## config.mk

```make
export PLATFORM = sky130hd
export DESIGN_NAME = instr_fetch
export DESIGN_NICKNAME = d
export VERILOG_FILES = /design/src/rtl/cpu_pkg.sv /design/src/rtl/pc_next.sv /design/src/rtl/instr_fetch.sv
export SDC_FILE = /design/constraint.sdc
export NUM_CORES = 1
export LEC_CHECK = 0
export ABC_AREA = 0
export CAP_MARGIN = 40
export CORE_UTILIZATION = 43
export DETAILED_ROUTE_END_ITERATION = 10
export PLACE_DENSITY = 0.78
export SETUP_SLACK_MARGIN = 0.02
export SLEW_MARGIN = 20
export SYNTH_ARGS = -nofsm -noshare
export SYNTH_HDL_FRONTEND = slang
export SYNTH_SLANG_ARGS = --single-unit
```

## constraint.sdc

```tcl
create_clock -name clk -period 2.95 [get_ports clk]
set_clock_uncertainty 0.05 [all_clocks]
set_input_delay 0.295 -clock clk [delete_from_list [all_inputs] [get_ports clk]]
set_output_delay 0.295 -clock clk [all_outputs]
set_load 0.02 [all_outputs]
```

## src/rtl/cpu_pkg.sv

```systemverilog
// Shared definitions for the fetch unit: reset vector default, fetch FSM
// state encoding and next-PC select codes.
package cpu_pkg;

   localparam logic [31:0] RESET_PC_DEFAULT = 32'h0000_0000;

   typedef enum logic [1:0] {
      FETCH = 2'd0,
      WAIT  = 2'd1,
      HOLD  = 2'd2,
      STOP  = 2'd3
   } fetch_state_e;

   typedef enum logic [1:0] {
      SEQ = 2'd0,
      REL = 2'd1,
      REG = 2'd2
   } npc_sel_e;

endpackage

```

## src/rtl/pc_next.sv

```systemverilog
// Combinational next-PC generator: sequential, pc-relative or register jump,
// with a flag for a target that is not word aligned.
module pc_next
   import cpu_pkg::*;
(
   input  logic [31:0] pc,
   input  logic [31:0] imm,
   input  logic [31:0] rs1_val,
   input  logic [1:0]  select,
   output logic [31:0] next_pc,
   output logic        misaligned
);

   always_comb begin
      next_pc = pc + 32'd4;
      case (select)
         REL:     next_pc = pc + imm;
         // Register jumps clear bit 0; bit 1 can still leave the target misaligned.
         REG:     next_pc = (rs1_val + imm) & ~32'd1;
         default: next_pc = pc + 32'd4;
      endcase
      misaligned = |next_pc[1:0];
   end

endmodule

```

## src/rtl/instr_fetch.sv

```systemverilog
// Instruction fetch unit: request/response fetch from instruction memory,
// holds each instruction until retired, then redirects or stops.
module instr_fetch
   import cpu_pkg::*;
#(
   parameter logic [31:0] RESET_PC = RESET_PC_DEFAULT
) (
   input  logic        clk,
   input  logic        rst_n,
   output logic        imem_req_valid,
   output logic [31:0] imem_req_addr,
   input  logic        imem_req_ready,
   input  logic        imem_resp_valid,
   input  logic [31:0] imem_resp_data,
   output logic [31:0] instr,
   output logic        instr_valid,
   input  logic        instr_ack,
   input  logic        branch_taken,
   input  logic        jump,
   input  logic        jump_reg,
   input  logic        halt,
   input  logic [31:0] imm,
   input  logic [31:0] rs1_val,
   output logic [31:0] pc,
   output logic [31:0] pc_plus4,
   output logic        halted,
   output logic        misalign,
   output logic [31:0] retired,
   output logic [1:0]  state_dbg
);

   // Handshake: a request transfers on a cycle with imem_req_valid && imem_req_ready;
   // a response is taken only in WAIT; instr transfers on instr_valid && instr_ack.

   fetch_state_e state_q, state_d;
   logic [31:0]  pc_q, pc_d;
   logic [31:0]  instr_q, instr_d;
   logic [31:0]  retired_q, retired_d;
   logic         halted_q, halted_d;
   logic         misalign_q, misalign_d;

   logic [1:0]   npc_sel;
   logic [31:0]  next_pc;
   logic         next_misaligned;

   always_comb begin
      npc_sel = SEQ;
      if (jump_reg)
         npc_sel = REG;
      else if (jump || branch_taken)
         npc_sel = REL;
   end

   pc_next u_pc_next (
      .pc         (pc_q),
      .imm        (imm),
      .rs1_val    (rs1_val),
      .select     (npc_sel),
      .next_pc    (next_pc),
      .misaligned (next_misaligned)
   );

   always_comb begin
      state_d    = state_q;
      pc_d       = pc_q;
      instr_d    = instr_q;
      retired_d  = retired_q;
      halted_d   = halted_q;
      misalign_d = misalign_q;
      case (state_q)
         FETCH: if (imem_req_ready) state_d = WAIT;
         WAIT: begin
            if (imem_resp_valid) begin
               instr_d = imem_resp_data;
               state_d = HOLD;
            end
         end
         HOLD: begin
            if (instr_ack) begin
               retired_d = retired_q + 32'd1;
               // A halting instruction keeps its own address in pc.
               if (halt) begin
                  halted_d = 1'b1;
                  state_d  = STOP;
               end else begin
                  pc_d = next_pc;
                  if (next_misaligned) begin
                     misalign_d = 1'b1;
                     state_d    = STOP;
                  end else begin
                     state_d = FETCH;
                  end
               end
            end
         end
         default: state_d = STOP;
      endcase
   end

   always_ff @(posedge clk or negedge rst_n) begin
      if (!rst_n) begin
         state_q    <= FETCH;
         pc_q       <= RESET_PC;
         instr_q    <= 32'd0;
         retired_q  <= 32'd0;
         halted_q   <= 1'b0;
         misalign_q <= 1'b0;
      end else begin
         state_q    <= state_d;
         pc_q       <= pc_d;
         instr_q    <= instr_d;
         retired_q  <= retired_d;
         halted_q   <= halted_d;
         misalign_q <= misalign_d;
      end
   end

   // Gated by rst_n so no request is seen while reset is held.
   assign imem_req_valid = rst_n && (state_q == FETCH);
   assign imem_req_addr  = pc_q;
   assign instr          = instr_q;
   assign instr_valid    = (state_q == HOLD);
   assign pc             = pc_q;
   assign pc_plus4       = pc_q + 32'd4;
   assign halted         = halted_q;
   assign misalign       = misalign_q;
   assign retired        = retired_q;
   assign state_dbg      = state_q;

endmodule

```

## Yosys cells after proc, flatten, opt, wreduce, memory -nomap -nowiden

Index checks and enable logic that the tools add are counted.

| word-level totals | value |
|---|---|
| register bits | 100 |
| output and inout bits | 166 |
| logic and storage cells | 37 |

| operators by class | value |
|---|---|
| mux-type cells | 9 |
| bitwise logic cells | 1 |
| reductions and logical operators | 10 |
| add/subtract/negate cells | 4 |
| equality and inequality tests | 7 |

Operators by type and width:

| cell | number |
|---|---|
| 32-bit adder | 2 |
| 32-bit one-hot mux with 2 select lines | 1 |
| 32-bit by 1-bit adder with 32-bit output (second input constant) | 1 |
| 32-bit by 3-bit adder with 32-bit output (second input constant) | 1 |
| 2-bit 2-to-1 mux | 6 |
| 3-bit AND reduction | 3 |
| 2-bit one-hot mux with 3 select lines | 1 |
| 2-bit by 1-bit == test with 1-bit output (second input constant) | 2 |
| 2-bit == test (second input constant) | 2 |
| 2-bit inequality test (second input constant) | 2 |
| 2-bit AND reduction | 2 |
| 4-bit AND reduction | 1 |
| 2-bit zero test | 1 |
| 2-bit by 1-bit inequality test with 1-bit output (second input constant) | 1 |
| 2-bit OR reduction | 1 |
| 1-bit logical AND | 1 |
| 1-bit logical OR | 1 |
| 1-bit 2-to-1 mux | 1 |
| 1-bit NOT | 1 |

## Logic depth before layout (Yosys ltp)

| depth | value |
|---|---|
| depth in word-level cells | 10 |
| mapped depth | 13 |

## Modules after synthesis

Synthesis repeated with hierarchy kept, for this count alone.

| second synthesis, totals | value |
|---|---|
| cells, all modules | 1042 |
| area, all modules | 9087.5 µm² |

Modules (own cells, without submodules):

| module | seq. area each (µm²) | area each (µm²) | instances | cells each |
|---|---|---|---|---|
| instr_fetch | 2502.4 | 4722.0 | 1 | 391 |
| pc_next | 0.0 | 4365.4 | 1 | 651 |

## Least setup slack after synthesis

Ideal clock, no wire load.

| timing | value |
|---|---|
| path kind | register to register |
| start point | register pc_q[0], in the netlist imem_req_addr[0] |
| end point | register pc_q[24], in the netlist imem_req_addr[24] |
| arrival | 2.922 ns |
| clock period less this slack | 3.114 ns |
| stages on the path, launching flop included | 14 |
| library setup time | 0.142 ns |
| setup slack | -0.164 ns |
| data required time | 2.758 ns |
| cell sequence | dfrtp_1 ha_1 inv_1 fa_1 nor2b_1 o2111ai_2 a21oi_1 or4_4 a31o_1 a21o_1 a221oi_4 mux2i_1 a221oi_2 a31oi_1 |

| between the ends | value |
|---|---|
| cells in the longest elaborated chain, start to end | 2 |
| elaborated cells between the ends (all ways) | 3 |
| those cells by class | 2 x add/sub; 1 x mux |

Ends and longest elaborated chain:

| what | line | source |
|---|---|---|
| start, declared | instr_fetch.sv:36 | `logic [31:0] pc_q, pc_d;` |
| start signal, assigned | instr_fetch.sv:110 | `pc_q <= pc_d;` |
| 32-bit by 3-bit adder with 32-bit output or 32-bit adder (tied branches) | pc_next.sv:20, pc_next.sv:17 |  |
| 32-bit one-hot mux with 2 select lines * | pc_next.sv:16 | `case (select)` |

Every way passes the cells marked *; elsewhere a longest branch is shown, timed or not.
A chain may end at the register's enable or synchronous reset.

## Worst setup path in the final report

| timing | value |
|---|---|
| start point | register pc_q[8], in the netlist imem_req_addr[8] |
| end point | register pc_q[24], in the netlist imem_req_addr[24] |

The elaborated chain is that of the path after synthesis.

==> flow_summary.json <==
{
  "status": "complete, but fails checks",
  "failed_checks": "negative setup slack",
  "die-area_um2": 20100,
  "crit_type": "flop to flop",
  "rsz0062_at_grt": "true",
  "crit_path_max_incr_delay_ps": 520,
  "post-route-period-util": 1.03,
  "n_fill_cell": 1481,
  "htreeDepth": 3,
  "critPathBufInv": 2,
  "ys.flop_type": "dfrtp_1",
  "drv_cap": 0,
  "arrival_ps": 3230,
  "slew_headroom": 0.517,
  "clk_pin_slew_ps": 80,
  "grt_first_pass_wirelength_mm": 47.2,
  "viasPerCell": 5.59,
  "hold_violations": 0,
  "synth_cells": 987,
  "first_global_vias": 8927,
  "cts_tree": "built",
  "powerDensity_nw_per_um2": 896,
  "start_util": 0.444,
  "synthTopCellsByArea": "dfrtp_1 (30%), ha_1 (9.4%), xnor2_1 (7.5%)",
  "slew_violations": 0,
  "p_sw_mw": 5.33,
  "drc": 0,
  "area_delta_synth_final_pct": 58.3,
  "port_buffers": 270,
  "worst_hold_path_type": "input pin to asynchronous set/reset pin",
  "crit_slowest_cell": "or4_4",
  "ios": 271,
  "worstSetupEndpointType": "flop",
  "drtAntennaViolNets": 0,
  "crit_required_ps": 3130,
  "clockBufferDepth": 2,
  "rows": 50,
  "power.leakage_nw": 5.95,
  "placed_cell_area_um2": 12600,
  "synth-edff-count": 0,
  "clkPwrFrac": 0.099,
  "layout_min_cycle_time_ps": 3050,
  "place_ws_ps": -540,
  "synth.distinct_cells": 65,
  "path_common_cell": "buf_6",
  "routed_wl_mm": 30.9,
  "synth-seq-area-share": 0.297,
  "ir_worst_vdd_uv": 414,
  "wl_per_cell_um": 18.6,
  "drt_iter0_markers": 688,
  "setup_violations": 3,
  "fmax_mhz": 328,
  "gp_congestion": 0.947,
  "switching_share": 0.447,
  "power.total_mw": 11.9,
  "power_frac_seq": 0.193,
  "dieHeight_um": 142,
  "vias": 9324,
  "cts_made_buffers": 9,
  "cp_cell_sequence": "buf_6 > ha_4 > buf_6 > nand2_4 > o21ai_2 > and3_4 > or4_4 > a31o_1 > a21o_1 > a221oi_4 > mux2i_1 > a221oi_2 > a31oi_1",
  "max_slew.worst_pin.slew_ps": 725,
  "cp-start-kind": "flop",
  "ys_seq_elements": 100,
  "antenna_found_initial": 2,
  "grt_usage": 0.301,
  "fin_ws_ps": -102,
  "synthArstFlopShare": 1.00,
  "p_int_mw": 6.60,
  "netlist_area_um2": 8420,
  "global_route.overflow_total": 0,
  "clock_sinks": 100,
  "final_area_um2": 13300,
  "worstSkewPairLatency_ps": 360,
  "root_buffer": "clkbuf_16",
  "critPathTopFamily": "compound AO/OA/AOI/OAI gates",
  "post-dp-hpwl_mm": 24.0,
  "die_w_um": 142,
  "combinationalPowerShare": 0.708,
  "finalNetCount": 1570,
  "tns_ps": -206,
  "yosys.area.top_type": "dfrtp_1",
  "path_max_fanout": 4,
  "synth_top_area_share": 0.297,
  "core-area_um2": 19000,
  "synth_area_per_cell_um2": 8.53,
  "synth_nets": 1157,
  "drive_gt1_frac": 0.243,
  "drt_first_pass_iters": 5,
  "grt_max_degree": 54,
  "ys_warn_count": 0,
  "post-route-util": 0.703
}
## routing by layer
layer  track usage  routed length [um]
met1         0.384               12300
met3        0.0525                2690
met4         0.108                 933
met2         0.512               15000
met5             0                   0
## final cells by class
type | instances | area (um2) | area share
inverters | 21 | 78.8 | 0.00591
clock inverters | 6 | 53.8 | 0.00404
diodes | 2 | 5.00 | 0.000375
multi-input cells | 799 | 5920 | 0.444
clock buffers | 10 | 239 | 0.0179
well taps | 260 | 325 | 0.0244
repair buffers | 469 | 4200 | 0.315
flip-flops and latches | 100 | 2510 | 0.189
## through the flow
step	cells	hold slack [ps]
5_1_grt	1667	379
3_5_place_dp	1634	197
6_report	1667	354
4_1_cts	1658	364
3_3_place_gp	1633	193
2_1_floorplan	987	-50.6
## final timing paths
| kind | slack [ps] | depth (start not counted) | endpoint | startpoint |
|---|---|---|---|---|
| hold / removal | 350 | 2 | retired[14] | rst_n |
| max in group asynchronous | 1520 | 4 | instr[11] | rst_n |
| setup / recovery | -100 | 13 | imem_req_addr[24] | imem_req_addr[8] |
| setup reg to reg | -100 | 13 | imem_req_addr[24] | imem_req_addr[8] |
| min in group clk | 420 | 1 | retired[31] | retired[31] |
| hold reg to reg | 420 | 1 | retired[31] | retired[31] |
## synth_stat cells (all sizes together) (6+ instances only)
library cell / n
a221oi: 6
o21a: 9
mux2: 33
clkbuf: 29
nand4: 17
a21o: 34
o21ai: 57
dfrtp: 100
nand2: 100
nand3: 35
nor3: 23
o211ai: 9
and3: 18
o31ai: 7
inv: 21
xnor2: 72
nor3b: 6
a31oi: 17
nor2b: 7
o22ai: 6
nor2: 75
and2: 6
buf: 38
a211oi: 14
ha: 63
xor2: 41
a21oi: 83
## repair_timing
item	CTS	global route
buffers inserted	7	7
setup endpoints to repair	30	36
hold buffers	1	0
gates resized for setup	69	52
endpoints found under the hold margin	28	0
pin swaps	24	27
## state kept, by name, indices dropped and copies added (netlist names)
name           cells
imem_req_addr     32
state_dbg          2
halted             1
retired           32
instr             32
misalign           1
## layout by cell type (no fill, tap or decap), drive strengths merged, types with 13 or more instances in the layout
cell type	count
clkdlybuf4s50	243
buf	202
nand2	100
dfrtp	100
a21oi	83
nor2	75
xnor2	72
ha	63
o21ai	57
xor2	41
nand3	35
a21o	34
mux2	33
inv	24
nor3	23
and3	18
nand4	17
a31oi	17
a211oi	14
clkbuf	14
dlygate4sd2	13
## power groups by stage
stage / registers [mW] / clock network (mW) / logic, mW
floorplan: 2.96 / 0 / 3.77
detailed placement: 2.33 / 0 / 7.96
finish: 2.31 / 1.19 / 8.45
global placement: 2.29 / 0 / 7.85
CTS: 2.30 / 1.21 / 8.09
global route: 2.37 / 1.28 / 9.00
## cells by family after synthesis
family | count (synthesis) | share of synthesized area
AND/OR/NAND/NOR | 307 | 0.171
AO/OA/AOI/OAI | 278 | 0.214
XOR/XNOR | 113 | 0.118
flip-flops | 100 | 0.297
buffers and inverters | 88 | 0.0544
adder cells (fa/ha/maj) | 65 | 0.0984
multiplexers | 36 | 0.0477
## worst reg2reg max path: stages, from the launching register on
cell and delay [ps]:
dfrtp_2 420, buf_6 130, ha_4 250, buf_6 130, nand2_4 50, o21ai_2 50, and3_4 150, or4_4 520
a31o_1 190, a21o_1 200, a221oi_4 310, mux2i_1 130, a221oi_2 250, a31oi_1 110
Note: power is estimated with default switching activity, not from simulation.
==> variant 1, RTL diff (same flow settings) <==
Register the output `retired` once more, with the module's reset; this adds one clock of latency there. The other outputs are not delayed to match.
--- a/src/rtl/instr_fetch.sv
+++ b/src/rtl/instr_fetch.sv
@@ -126,3 +126,9 @@
    assign misalign       = misalign_q;
-   assign retired        = retired_q;
+   always_ff @(posedge clk or negedge rst_n) begin
+      if (!rst_n) begin
+         retired <= '0;
+      end else begin
+         retired <= retired_q;
+      end
+   end
    assign state_dbg      = state_q;
Behaviour: not the same (Yosys sat finds a counterexample within 4 cycles, from zero or initial values and one cycle with rst_n low).
==> variant 1 against the original RTL <==
Power fell by 1.1%; final cell count rose by 3.3%; synthesized cell count rose by 6.3%; cell area rose by 6.3%; critical path depth did not move; wire length rose by 0.70%; sequential power rose by 16%; global-route usage fell by 2.6 points; non-clock buffer count fell by 27; sequential share of layout area rose by 4.5 points; setup slack improved by 0.11 ns; synthesized area rose by 12%; sequential cell count rose by 32; first-iteration DRC count fell by 22%; largest cell class unchanged; largest power group unchanged.
==> variant 1: results (changes against the original RTL) <==
Outcome
  • Status: finished clean

Final layout
  • Seq/total area: 23.33% (+4.5 points)
  • Final Non-Filler Cells: 1,722 (+3.3%)
  • Syn-to-layout area delta: 50.32%
  • Multi-input gate area: 0.005822 mm² (-1.7%)
  • Multi-input gate share of total cell area: 41.09% (-3.3 points)
  • Final Util: 66.57% (-3.8 points)
  • Clock buf count: 17 (+7)

Global route
  • First-pass GRT wire length: 47,560 µm (+0.77%)
  • Vias in the first global route: 9,346 (+4.7%)
  • GR Layer Usage met1: 34.53% (-3.9 points)
  • Overall routing resource usage: 27.51% (-2.6 points)
  • Largest net degree at the start of global routing: 133 (+150%)

Drt
  • WL met2: 15,030 µm (about the same)
  • Routed vias/inst: 5.598 (about the same)

CTS
  • Insertion delay to the later sink of the worst-skew pair: 0.43 ns (+0.07 ns)
  • H-tree levels: 4 (+1)
  • # resized after CTS: 62 (-10%)
  • CTS clk-pin slew, worst paths: 0.06 ns (-0.02 ns)

Timing
  • Worst Max-Slew Pin Slew: 0.8364 ns (+0.1117 ns)

Setup path
  • RR Endpoint: imem_req_addr[30]
  • CP max stage cell: clkdlybuf4s50_1
  • Start point of the critical path: imm[0]

Synth
  • Area contributors post-synth: dfrtp_1, ha_1, xnor2_1
  • Cells after Synth: 1,049 (+6.3%)
  • Synth unique cells: 74 (+14%)

Placement
  • Placed insts: 1,682 (+2.9%)
  • HPWL after DPL: 23,830 µm (-0.67%)
-- variant 1: metrics by stage --
stage,setup TNS (ns),hold WS (ns),worst slack (ns)
2_1_floorplan,0,-0.05059,0.07123
3_3_place_gp,-3.886,0.3095,-0.4468
3_5_place_dp,-4.525,0.3173,-0.4821
4_1_cts,0,0.3335,0.02042
5_1_grt,-0.2080,0.3532,-0.1524
6_report,0,0.3332,0.01021
-- variant 1: cell families after synthesis --
logic type      count (synthesis)  share of synthesized area [%]
simple gates                  322                          16.84
flops                         132                          35.04
xor+xnor                      112                          10.41
buf+inv                        99                          5.548
fa+ha+maj                      65                          8.787
mux                            36                          4.261
compound gates                283                          19.11
-- variant 1: where the power goes --
part           internal, W  switching (W)
clock network      0.00144       0.000888
registers          0.00225       0.000442
logic              0.00329        0.00350
==> variant 2, RTL diff (same settings) <==
Made on the original files. Reset style: synchronous (`rst_n`), changed in one clocked block.
--- a/src/rtl/instr_fetch.sv
+++ b/src/rtl/instr_fetch.sv
@@ -99,3 +99,3 @@
 
-   always_ff @(posedge clk or negedge rst_n) begin
+   always_ff @(posedge clk) begin
       if (!rst_n) begin
Check against the original RTL: differs if rst_n is asserted again (counterexample within 4 cycles, from zero or initial values and one cycle with rst_n low); with rst_n held inactive, the same outputs for 4 cycles.
==> variant 2 against the original RTL <==
Count of clock-buffer cells in the layout fell by 1; sequential cell count unchanged; critical path depth decreased by 3; synthesized area up 0.88%; core utilization fell by 3.4 points; wire length fell by 4.0%; setup slack improved by 0.18 ns; cell area fell by 2.6%.
Power is not compared: it rests on default switching activity, and its combinational part moved more than twofold at a synthesized area within 25%.
==> variant 2: results (changes against the original RTL) <==
Final layout
  • Final Non-Filler Cells: 1,773 (+6.4%)
  • Share of cells above drive strength 1: 18.01% (-6.3 points)
  • Final Net Count: 1,670 (+6.4%)
  • Fill cells: 1,670 (+13%)

Global route
  • Largest net degree at the start of global routing: 43 (-20%)
  • First-pass GRT wire length: 45,250 µm (-4.1%)
  • M2 GR Usage: 48.01% (-3.2 points)
  • Overall routing resource usage: 28.19% (-2.0 points)
  • GR Layer Usage met1: 35.16% (-3.2 points)
  • Met3 GRT Util: 5.081% (-0.17 points)
  • Vias in the first global route: 9,060 (+1.5%)
  • Initial antenna violation count: 2 (unchanged)

Synth
  • Most frequent cells after synthesis: nand2_1, dfxtp_1, a21oi_1
  • Post-synthesis mux area share: 0.7364% (-4.0 points)
  • Post-synth top flop: dfxtp_1
  • Synth Area in Adders: 9.750% (-0.085 points)
  • Cells after Synth: 1,104 (+12%)
  • Xor/xnor share of the synthesized area: 10.52% (-1.2 points)
  • Net Count, Synth: 1,274 (+10%)
  • Sequential share of the synthesized area: 23.56% (-6.1 points)
  • Synth unique cells: 77 (+18%)
  • Compound-gate portion of the synthesized area: 25.79% (+4.4 points)
  • Async S/R FF share, synth: 0% (-100 points)

Placement
  • Gpl congestion: 0.9288 (-1.9%)
  • Pre-CTS setup slack: -0.4535 ns (+0.08692 ns)
  • Placed insts: 1,750 (+7.1%)
  • HPWL after DPL: 23,240 µm (-3.1%)

Hold path
  • Hold Startpoint: rst_n
  • Min-delay worst type: in2reg

Setup path
  • Worst flop-to-flop path startpoint: imem_req_addr[4]
  • Arr. time, crit path: 3.06 ns (-0.17 ns)
  • Largest driver fanout on the critical path: 8 (+4)
  • Reg2reg path depth: 10 (-3)
  • RR Endpoint: imem_req_addr[24]
  • CP max stage cell: or3_1
  • Reg2reg setup slack: 0.07 ns (+0.18 ns)

Drt
  • Avg WL per Cell: 16.75 µm (-9.7%)
  • Via Count: 9,770 (+4.8%)
  • Met3 wire length: 2632 µm (-2.0%)
  • Wire length on met1: 12,500 µm (+1.8%)
  • WL met2: 13,830 µm (-8.1%)

Timing
  • Hold slack: 0.3775 ns (+0.02366 ns)
  • Worst slew margin: 63.14% (+11 points)
  • Max Clock Freq: 347.7 MHz (+6.1%)

Outcome
  • Status: finished clean

CTS
  • CTS max path bufs: 2 (unchanged)
==> variant 2: cell count changes after synthesis, moves of 25 or more <==
cell / change
a21boi_0: +37
nor2_1: -25
mux2_2: -32
and2_1: +32
dfxtp_1: +100
nand2_1: +64
dfrtp_1: -100
==> variant 2: area by class of cell <==
cell class                 count  share of cell area (%)
multi-input combinational    904                   47.33
clock buffer                   9                   1.734
inverter                      20                  0.5779
clock inverter                 7                  0.4527
tap                          265                   2.552
timing repair buffer         465                   31.86
sequential                   100                   15.43
antenna                        3                 0.05779
==> variant 2: what timing repair did <==
action,4_1_cts,5_1_grt
setup endpoints to repair,17,24
gates resized for setup,24,38
setup buffers,3,1
pin swaps,8,8
==> variant 2: per-stage QoR <==
| stage | area (µm²) | util, % |
|---|---|---|
| 6_report | 12990 | 66.96 |
| 5_1_grt | 12990 | 66.96 |
| 4_1_cts | 12860 | 66.32 |
| 3_5_place_dp | 12540 | 64.63 |
| 3_3_place_gp | 12540 | 64.63 |
| 2_1_floorplan | 8498 | - |
